<file path="src/rtl/operand_scoreboard_pkg.sv">
// Shared constants for the operand fetch / issue stage: default widths,
// zero values and enable levels.
package operand_scoreboard_pkg;

   localparam int XLEN_DEF   = 32;
   localparam int REG_AW_DEF = 5;

   localparam logic [XLEN_DEF-1:0]   ZERO_WORD     = '0;
   localparam logic [REG_AW_DEF-1:0] ZERO_REG_ADDR = '0;

   localparam logic ENABLE  = 1'b1;
   localparam logic DISABLE = 1'b0;

endpackage

</file>
<file path="src/rtl/operand_scoreboard_fwd_mux.sv">
// Per-read-port operand selector: x0/disabled, ranked forwarding sources,
// writeback port, then register file.
module operand_scoreboard_fwd_mux
   import operand_scoreboard_pkg::*;
#(
   parameter int XLEN   = XLEN_DEF,
   parameter int REG_AW = REG_AW_DEF,
   parameter int NFWD   = 2
) (
   input  logic [REG_AW-1:0]      rs,
   input  logic                   rs_en,
   input  logic [NFWD-1:0]        fwd_valid,
   input  logic [NFWD-1:0]        fwd_pend,
   input  logic [NFWD*REG_AW-1:0] fwd_rd,
   input  logic [NFWD*XLEN-1:0]   fwd_data,
   input  logic                   wb_valid,
   input  logic [REG_AW-1:0]      wb_rd,
   input  logic [XLEN-1:0]        wb_data,
   input  logic [XLEN-1:0]        rf_rdata,
   output logic [XLEN-1:0]        value,
   output logic                   pend_hit,
   output logic                   resolved
);

   always_comb begin
      // NOTE: every output gets a default first so no path leaves a latch.
      value    = '0;
      pend_hit = DISABLE;
      resolved = DISABLE;
      if (rs_en && rs != '0) begin
         value = rf_rdata;
         if (wb_valid && wb_rd == rs) begin
            value    = wb_data;
            resolved = ENABLE;
         end
         // Scan oldest to youngest so the lowest-index hit is applied last and wins.
         for (int i = NFWD - 1; i >= 0; i--) begin
            if (fwd_valid[i] && fwd_rd[i*REG_AW +: REG_AW] == rs) begin
               value    = fwd_data[i*XLEN +: XLEN];
               pend_hit = fwd_pend[i];
               resolved = ENABLE;
            end
         end
      end
   end

endmodule

</file>
<file path="src/rtl/operand_scoreboard.sv">
// Operand fetch and issue stage: forwarding selection, busy-bit scoreboard
// for long-latency destinations, and a flushable valid/ready output register.
module operand_scoreboard
   import operand_scoreboard_pkg::*;
#(
   parameter int XLEN      = XLEN_DEF,
   parameter int REG_AW    = REG_AW_DEF,
   parameter int NRD       = 2,
   parameter int NFWD      = 2,
   parameter int PAYLOAD_W = 96
) (
   input  logic                   clk,
   input  logic                   rst,
   input  logic                   rdy,
   input  logic                   in_valid,
   output logic                   in_ready,
   input  logic [NRD*REG_AW-1:0]  in_rs,
   input  logic [NRD-1:0]         in_rs_en,
   input  logic [REG_AW-1:0]      in_rd,
   input  logic                   in_we,
   input  logic                   in_long,
   input  logic [PAYLOAD_W-1:0]   in_payload,
   output logic [NRD*REG_AW-1:0]  rf_raddr,
   input  logic [NRD*XLEN-1:0]    rf_rdata,
   input  logic [NFWD-1:0]        fwd_valid,
   input  logic [NFWD-1:0]        fwd_pend,
   input  logic [NFWD*REG_AW-1:0] fwd_rd,
   input  logic [NFWD*XLEN-1:0]   fwd_data,
   input  logic                   wb_valid,
   input  logic [REG_AW-1:0]      wb_rd,
   input  logic [XLEN-1:0]        wb_data,
   input  logic                   flush,
   output logic                   out_valid,
   input  logic                   out_ready,
   output logic [NRD*XLEN-1:0]    out_vs,
   output logic [REG_AW-1:0]      out_rd,
   output logic                   out_we,
   output logic                   out_long,
   output logic [PAYLOAD_W-1:0]   out_payload,
   output logic                   stall_o
);

   localparam int NREG = 2 ** REG_AW;

   logic [NREG-1:0]     busy;
   logic                out_valid_q;
   logic [NRD*XLEN-1:0] res_vs;
   logic [NRD-1:0]      port_hazard;
   logic                waw_hazard;
   logic                hazard;
   logic                accept;
   logic                fire;
   logic                sb_set;
   logic                sb_clr;

   assign rf_raddr = in_rs;

   for (genvar p = 0; p < NRD; p++) begin : g_port
      logic [REG_AW-1:0] rs;
      logic              pend_hit;
      logic              resolved;

      assign rs = in_rs[p*REG_AW +: REG_AW];

      operand_scoreboard_fwd_mux #(
         .XLEN   (XLEN),
         .REG_AW (REG_AW),
         .NFWD   (NFWD)
      ) u_fwd_mux (
         .rs        (rs),
         .rs_en     (in_rs_en[p]),
         .fwd_valid (fwd_valid),
         .fwd_pend  (fwd_pend),
         .fwd_rd    (fwd_rd),
         .fwd_data  (fwd_data),
         .wb_valid  (wb_valid),
         .wb_rd     (wb_rd),
         .wb_data   (wb_data),
         .rf_rdata  (rf_rdata[p*XLEN +: XLEN]),
         .value     (res_vs[p*XLEN +: XLEN]),
         .pend_hit  (pend_hit),
         .resolved  (resolved)
      );

      // A producer still sitting in the output register has no forwarding path yet.
      assign port_hazard[p] = in_rs_en[p] && rs != '0 &&
                              (pend_hit ||
                               (out_valid && out_we && out_rd == rs) ||
                               (!resolved && busy[rs]));
   end

   assign waw_hazard = in_we && in_long && in_rd != '0 && busy[in_rd] &&
                       !(wb_valid && wb_rd == in_rd);
   assign hazard     = (|port_hazard) || waw_hazard;

   assign out_valid = out_valid_q && !flush;
   assign in_ready  = rdy && !flush && !hazard && (!out_valid_q || out_ready);
   assign stall_o   = in_valid && hazard;
   assign accept    = in_valid && in_ready;
   assign fire      = out_valid && out_ready && rdy;

   always_ff @(posedge clk or posedge rst) begin
      if (rst) begin
         out_valid_q <= DISABLE;
         out_vs      <= '0;
         out_rd      <= '0;
         out_we      <= DISABLE;
         out_long    <= DISABLE;
         out_payload <= '0;
      end else if (rdy) begin
         // NOTE: registered state uses non-blocking assignment so every
         // flop samples pre-edge values regardless of statement order.
         if (accept) begin
            out_valid_q <= ENABLE;
            out_vs      <= res_vs;
            out_rd      <= in_rd;
            out_we      <= in_we;
            out_long    <= in_long;
            out_payload <= in_payload;
         end else if (flush || out_ready) begin
            out_valid_q <= DISABLE;
         end
      end
   end

   assign sb_set = fire && out_we && out_long && out_rd != '0;
   assign sb_clr = rdy && wb_valid && wb_rd != '0;

   // Set is written after clear so a same-register collision leaves the bit set.
   always_ff @(posedge clk or posedge rst) begin
      if (rst) begin
         busy <= '0;
      end else begin
         if (sb_clr) busy[wb_rd]  <= DISABLE;
         if (sb_set) busy[out_rd] <= ENABLE;
      end
   end

endmodule

</file>
<file path="config.mk">
export PLATFORM = sky130hd
export DESIGN_NAME = operand_scoreboard
export DESIGN_NICKNAME = d
export VERILOG_FILES = /design/src/rtl/operand_scoreboard_pkg.sv /design/src/rtl/operand_scoreboard_fwd_mux.sv /design/src/rtl/operand_scoreboard.sv
export SDC_FILE = /design/constraint.sdc
export NUM_CORES = 1
export LEC_CHECK = 0
export CORE_AREA = 2 2 185 187
export DETAILED_ROUTE_END_ITERATION = 10
export DIE_AREA = 0 0 187 189
export PLACE_DENSITY_LB_ADDON = 0.08
export SYNTH_ARGS = -nofsm -noshare
export SYNTH_HDL_FRONTEND = slang
export SYNTH_SLANG_ARGS = --single-unit
export TNS_END_PERCENT = 10
</file>
<file path="constraint.sdc">
create_clock -name clk -period 9.4 [get_ports clk]
set_input_delay 1.88 -clock clk [delete_from_list [all_inputs] [get_ports clk]]
set_output_delay 1.88 -clock clk [all_outputs]
set_load 0.005 [all_outputs]
</file>
# After elaboration in Yosys (flattened, before gate mapping)

Index checks and enable logic that the tools add are counted.

Flip-flop bits (word level): 200
Input bits: 301
Output and inout port bits: 180
Word-level logic and storage cells: 119

Mux-type cells: 36
Bitwise operators: 3
Order comparisons: 7
Reductions and logical operators: 57
Eq/ne operators: 9

Operator list:

| cell                                                                          | number |
|---|---|
| 32-bit 2-to-1 mux                                                             | 10 |
| 5-bit == test                                                                 | 9 |
| 1-bit logical AND                                                             | 35 |
| 32-bit AND                                                                    | 1 |
| 32-bit NOT                                                                    | 1 |
| 32-bit bitwise OR                                                             | 1 |
| 5-bit by 6-bit less-than comparator with 1-bit output (second input constant) | 5 |
| 5-bit nonzero test                                                            | 5 |
| 1-bit 2-to-1 mux                                                              | 21 |
| 1-bit binary-select mux with 5-bit select                                     | 3 |
| 1-bit demux with 5-bit select                                                 | 2 |
| 5-bit by 1-bit >= comparator with 1-bit output (second input constant)        | 2 |
| 1-bit logical OR                                                              | 7 |
| 1-bit logical NOT                                                             | 6 |
| 2-bit AND reduction                                                           | 2 |
| 2-bit nonzero test                                                            | 1 |
| 2-bit OR reduction                                                            | 1 |

# Logic depth before layout (Yosys ltp)

Depth after elaboration: 18
Mapped depth: 12
Gate-level depth less buffers: 8

# By module

A second synthesis with hierarchy kept.

Cell total of the unflattened synthesis: 991
Area, all modules: 11418.5 µm²

By module, submodules not included:

| module                     | area an instance (µm²) | seq. area each (µm²) | cells each | instances |
|---|---|---|---|---|
| operand_scoreboard         | 8778.4                 | 5004.8               | 627        | 1 |
| operand_scoreboard_fwd_mux | 1320.0                 | 0.0                  | 182        | 2 |

# Least setup slack after synthesis

No wires, ideal clock.

Path kind: input port to output port
Start: input in_rd[0]
End: output stall_o
Stages on the path: 9
Slack: 4.004 ns
Buffers on the path: 2
Data arrival time: 3.516 ns
Required time: 7.520 ns
Cells stage by stage: buf_2 buf_2 mux2_1 nor3b_1 o311ai_0 o2111ai_1 o311a_1 nand4_1 and2_1

Longest elaborated chain between the ends: 6
Elaborated cells on any way between the ends: 11
Classes of those cells: eq/ne: 1; mux: 2; reduce/logical: 8

RTL lines:

| what                                                              | RTL line                                           | source |
|---|---|---|
| from (decl)                                                       | operand_scoreboard.sv:19                           | `input logic [REG_AW-1:0] in_rd,` |
| 1-bit binary-select mux with 5-bit select (tied with other cells) | operand_scoreboard.sv:92                           | `assign waw_hazard = in_we && in_long && in_rd != '0 && busy[in_rd] &&` |
| 1-bit 2-to-1 mux (implied by the code) (tied with other cells)    | operand_scoreboard.sv:92                           |  |
| 1-bit logical AND / 1-bit logical NOT (equally long branches)     | operand_scoreboard.sv:92, operand_scoreboard.sv:93 |  |
| 1-bit logical AND (*)                                             | operand_scoreboard.sv:92                           |  |
| 1-bit logical OR (*)                                              | operand_scoreboard.sv:94                           | `assign hazard = (\|port_hazard) \|\| waw_hazard;` |
| 1-bit logical AND (*)                                             | operand_scoreboard.sv:98                           | `assign stall_o = in_valid && hazard;` |
| to (decl)                                                         | operand_scoreboard.sv:40                           | `output logic stall_o` |

Mark *: on every way between the ends. The rest lies on a longest branch, timed or not. The select of a mux whose other input is x is not followed.

# Final worst setup path

Start: input in_rd[0]
End: output in_ready

Longest elaborated chain between the ends: 8
Elaborated cells on any way between the ends: 13
Classes of those cells: eq/ne: 1; mux: 2; reduce/logical: 10

RTL lines:

| what                                                              | RTL line                                           | source |
|---|---|---|
| 1-bit binary-select mux with 5-bit select (tied with other cells) | operand_scoreboard.sv:92                           |  |
| 1-bit 2-to-1 mux (implied by the code) (tied with other cells)    | operand_scoreboard.sv:92                           |  |
| 1-bit logical AND / 1-bit logical NOT (equally long branches)     | operand_scoreboard.sv:92, operand_scoreboard.sv:93 |  |
| 1-bit logical AND (*)                                             | operand_scoreboard.sv:92                           |  |
| 1-bit logical OR (*)                                              | operand_scoreboard.sv:94                           |  |
| 1-bit logical NOT (*)                                             | operand_scoreboard.sv:97                           | `assign in_ready = rdy && !flush && !hazard && (!out_valid_q \|\| out_ready);` |
| 1-bit logical AND (*) (2 in a row)                                | operand_scoreboard.sv:97                           |  |
| to (decl)                                                         | operand_scoreboard.sv:16                           | `output logic in_ready,` |

Marks and branches as above.

==> impl_metrics.tcl <==
set metrics [dict create \
    status "complete, no violations" \
    fp.dieH_um 189 \
    synth.avg_cell_area_um2 10.6 \
    cts_sinks 200 \
    fin_crit_sh 0.773 \
    grt_pass1_vias 10353 \
    synth-simple-area-share 0.0975 \
    min_path_cells 1 \
    p_leak_nw 6.74 \
    drt-initial-drc-count 678 \
    grt_pass1_wl_mm 66.0 \
    nets 1793 \
    synthCells 1077 \
    wl_per_cell_um 22.6 \
    ir_drop_mv 0.186 \
    dp_hpwl_mm 33.3 \
    drv_slew 0 \
    synth_edf_count 0 \
    cap_violations 0 \
    path_class "in2out" \
    drc 0 \
    yosysWarningCount 0 \
    stdcell_area_um2 17000 \
    io_buffers 480 \
    multi_input_area_um2 5920 \
    grt_use_total 0.246 \
    hold_path_class "reg2reg" \
    hold_violations 0 \
    antenna_found_initial 1 \
    synth-async-reset-ratio 1.00 \
    finClkSkew_ns 0.0170 \
    cts_buffer_depth 2 \
    muxShareOfSynthArea 0.266 \
    synth_seq_cells 200 \
    synth_cell_types 52 \
    synth_compound_area_frac 0.118 \
    whs_endpoint "out_payload[46]$_DFFE_PP0P_" \
    powerDensity_nw_per_um2 177 \
    io_pins 481 \
    final-seq-area_um2 5000 \
    setup_viol 0 \
    setup-tns-final_ns 0 \
    dr.pass1.iters 5 \
    drt.antenna.violating_nets 0 \
    cts_resized 0 \
    cts_hold_buf 0 \
    crit_arrival_ns 5.39 \
    path_clk_slew_ns 0.07 \
    r2r_start "busy[3]$_DFF_PP0_" \
    ys.flop_type "dfrtp_1" \
    dieArea_um2 35300 \
    synthTopCellsByCount "200 x dfrtp_1, 139 x nor2_1, 120 x mux2_1, 88 x mux2i_1, 67 x a211oi_1" \
    slew_headroom 0.336 \
    crit_fanout 16 \
    core_area_um2 33300 \
    fill_cells 3019 \
    r2r_cells 9 \
    worst_ep_required_time_ns 7.52 \
    synth_top_family_by_area "multiplexers" \
    cts_post_setup_buffers_inserted 0 \
    place_area_um2 16400 \
    drive_gt1_frac 0.0771 \
    vias 10183 \
    die_w_um 187 \
    netlist_area_um2 11400 \
    clock_latency_ns 0.46 \
    period_minus_slack_ns 7.27 \
    cts_buffers 17 \
    synthAdderAreaFrac 0 \
    viasPerCell 5.21 \
    fmaxAchievable_ghz 0.138 \
    wl_mm 44.1 \
    synthTopCellsByArea "dfrtp_1 44%, mux2_1 12%, mux2i_1 7.7%, mux2_2 4.8%, nor2_1 4.6%" \
    gr-total-overflow 0 \
    gp_congestion 0.946 \
    yosys.area_share.xor_xnor 0.0345 \
    area_growth_pct 49.2 \
    cts_tree "done" \
    synth_largest_area_cell "dfrtp_1" \
    htree_levels 4 \
    yosysTopAreaCellShare 0.439 \
    end_kind "output port" \
    initial_utilization 0.343 \
    cts_root_buffer "clkbuf_16" \
    r2r_slack_ns 5.78 \
    syn_nets 1378 \
    start_kind "input pin" \
    antenna_cells 0 \
    rows 67 \
    r2r-end "out_vs[62]$_DFFE_PP0P_" \
    yosysMostFrequentCell "dfrtp_1" \
    min-delay-start "out_payload[46]$_DFFE_PP0P_" \
    ys_seq_area_frac 0.439 \
    worst_pin_slew_ns 0.995 \
    grt_start_max_net_pins 169 \
    rsz0062_at_grt "no" \
]
final cells by class:
cell class,instances,share of cell area
clock inverters,15,0.0107
inverters,5,0.00154
multi-input cells,775,0.347
well taps,448,0.0329
clock buffers,17,0.0250
flip-flops and latches,200,0.294
repair buffers,493,0.289
sequential cells by signal (all words and copies together) (netlist names):
register,cells
busy,32
out_long,1
out_payload,96
out_rd,5
out_valid_q,1
out_vs,64
out_we,1
where the power goes:
| group | leakage (nW) | switching (mW) | internal, mW |
|---|---|---|---|
| registers | 2.52 | 0.137 | 1.07 |
| logic | 3.92 | 0.381 | 0.653 |
| clock network | 0.296 | 0.367 | 0.404 |
| total | 6.74 | 0.884 | 2.13 |
cells in the final DEF, fill, tap and decap left out, drive strengths merged, types with 21 or more instances in the layout:
master         count
clkdlybuf4s50    480
o21ai             63
xor2              24
mux2             169
mux2i             88
dfrtp            200
nand2             23
nor2             139
xnor2             21
a211oi            67
a21oi             65
layer usage:
| layer | wire length (µm) | vias up | track usage | share of wire |
|---|---|---|---|---|
| met1 | 17400 | 5065 | 0.291 | 0.40 |
| met4 | 398 | 2 | 0.0488 | 0.0090 |
| met3 | 3320 | 24 | 0.0665 | 0.075 |
| met2 | 22900 | 379 | 0.447 | 0.52 |
| li1 | - | 4713 | - | - |
| met5 | 13 | - | 0 | 0.00029 |
kinds of logic (layout without fill, tap and decap cells):
| family | count (synthesis) | count (layout) |
|---|---|---|
| simple gates | 241 | 241 |
| mux | 268 | 268 |
| xor+xnor | 45 | 45 |
| flops | 200 | 200 |
| compound gates | 221 | 221 |
| buf+inv | 102 | 530 |
worst max path at each step:
stage	slack (ns)	cells after the start	endpoint	startpoint
3_3_place_gp	2.09	10	in_ready	in_rs[6]
5_1_grt	1.86	10	in_ready	in_rs[6]
3_5_place_dp	2.06	10	in_ready	in_rs[6]
6_report	2.13	9	in_ready	in_rd[0]
2_1_floorplan	2.07	1	busy[0]$_DFF_PP0_	rst
4_1_cts	2.05	10	in_ready	in_rs[6]
per-stage QoR:
stage | power [mW] | std cells | worst slack [ns] | hold WS [ns] | util
floorplan | 1.54 | 1077 | 2.07 | 0.456 | -
global placement | 2.26 | 1921 | 2.09 | 0.466 | 0.494
detailed placement | 2.27 | 1921 | 2.06 | 0.474 | 0.494
CTS | 3.05 | 1953 | 2.05 | 0.491 | 0.512
global route | 3.16 | 1953 | 1.86 | 0.497 | 0.512
finish | 3.01 | 1953 | 2.13 | 0.485 | 0.512
worst max-delay path, cell delays in order:
cell and delay (ns):
clkdlybuf4s50_1 0.95, mux4_2 0.58, mux2i_1 0.14, o21bai_1 0.10
o2111ai_1 0.31, o311a_1 0.22, nand4_1 0.26, nor3_1 0.23
clkdlybuf4s50_1 0.69
(Power assumes the default switching activity.)
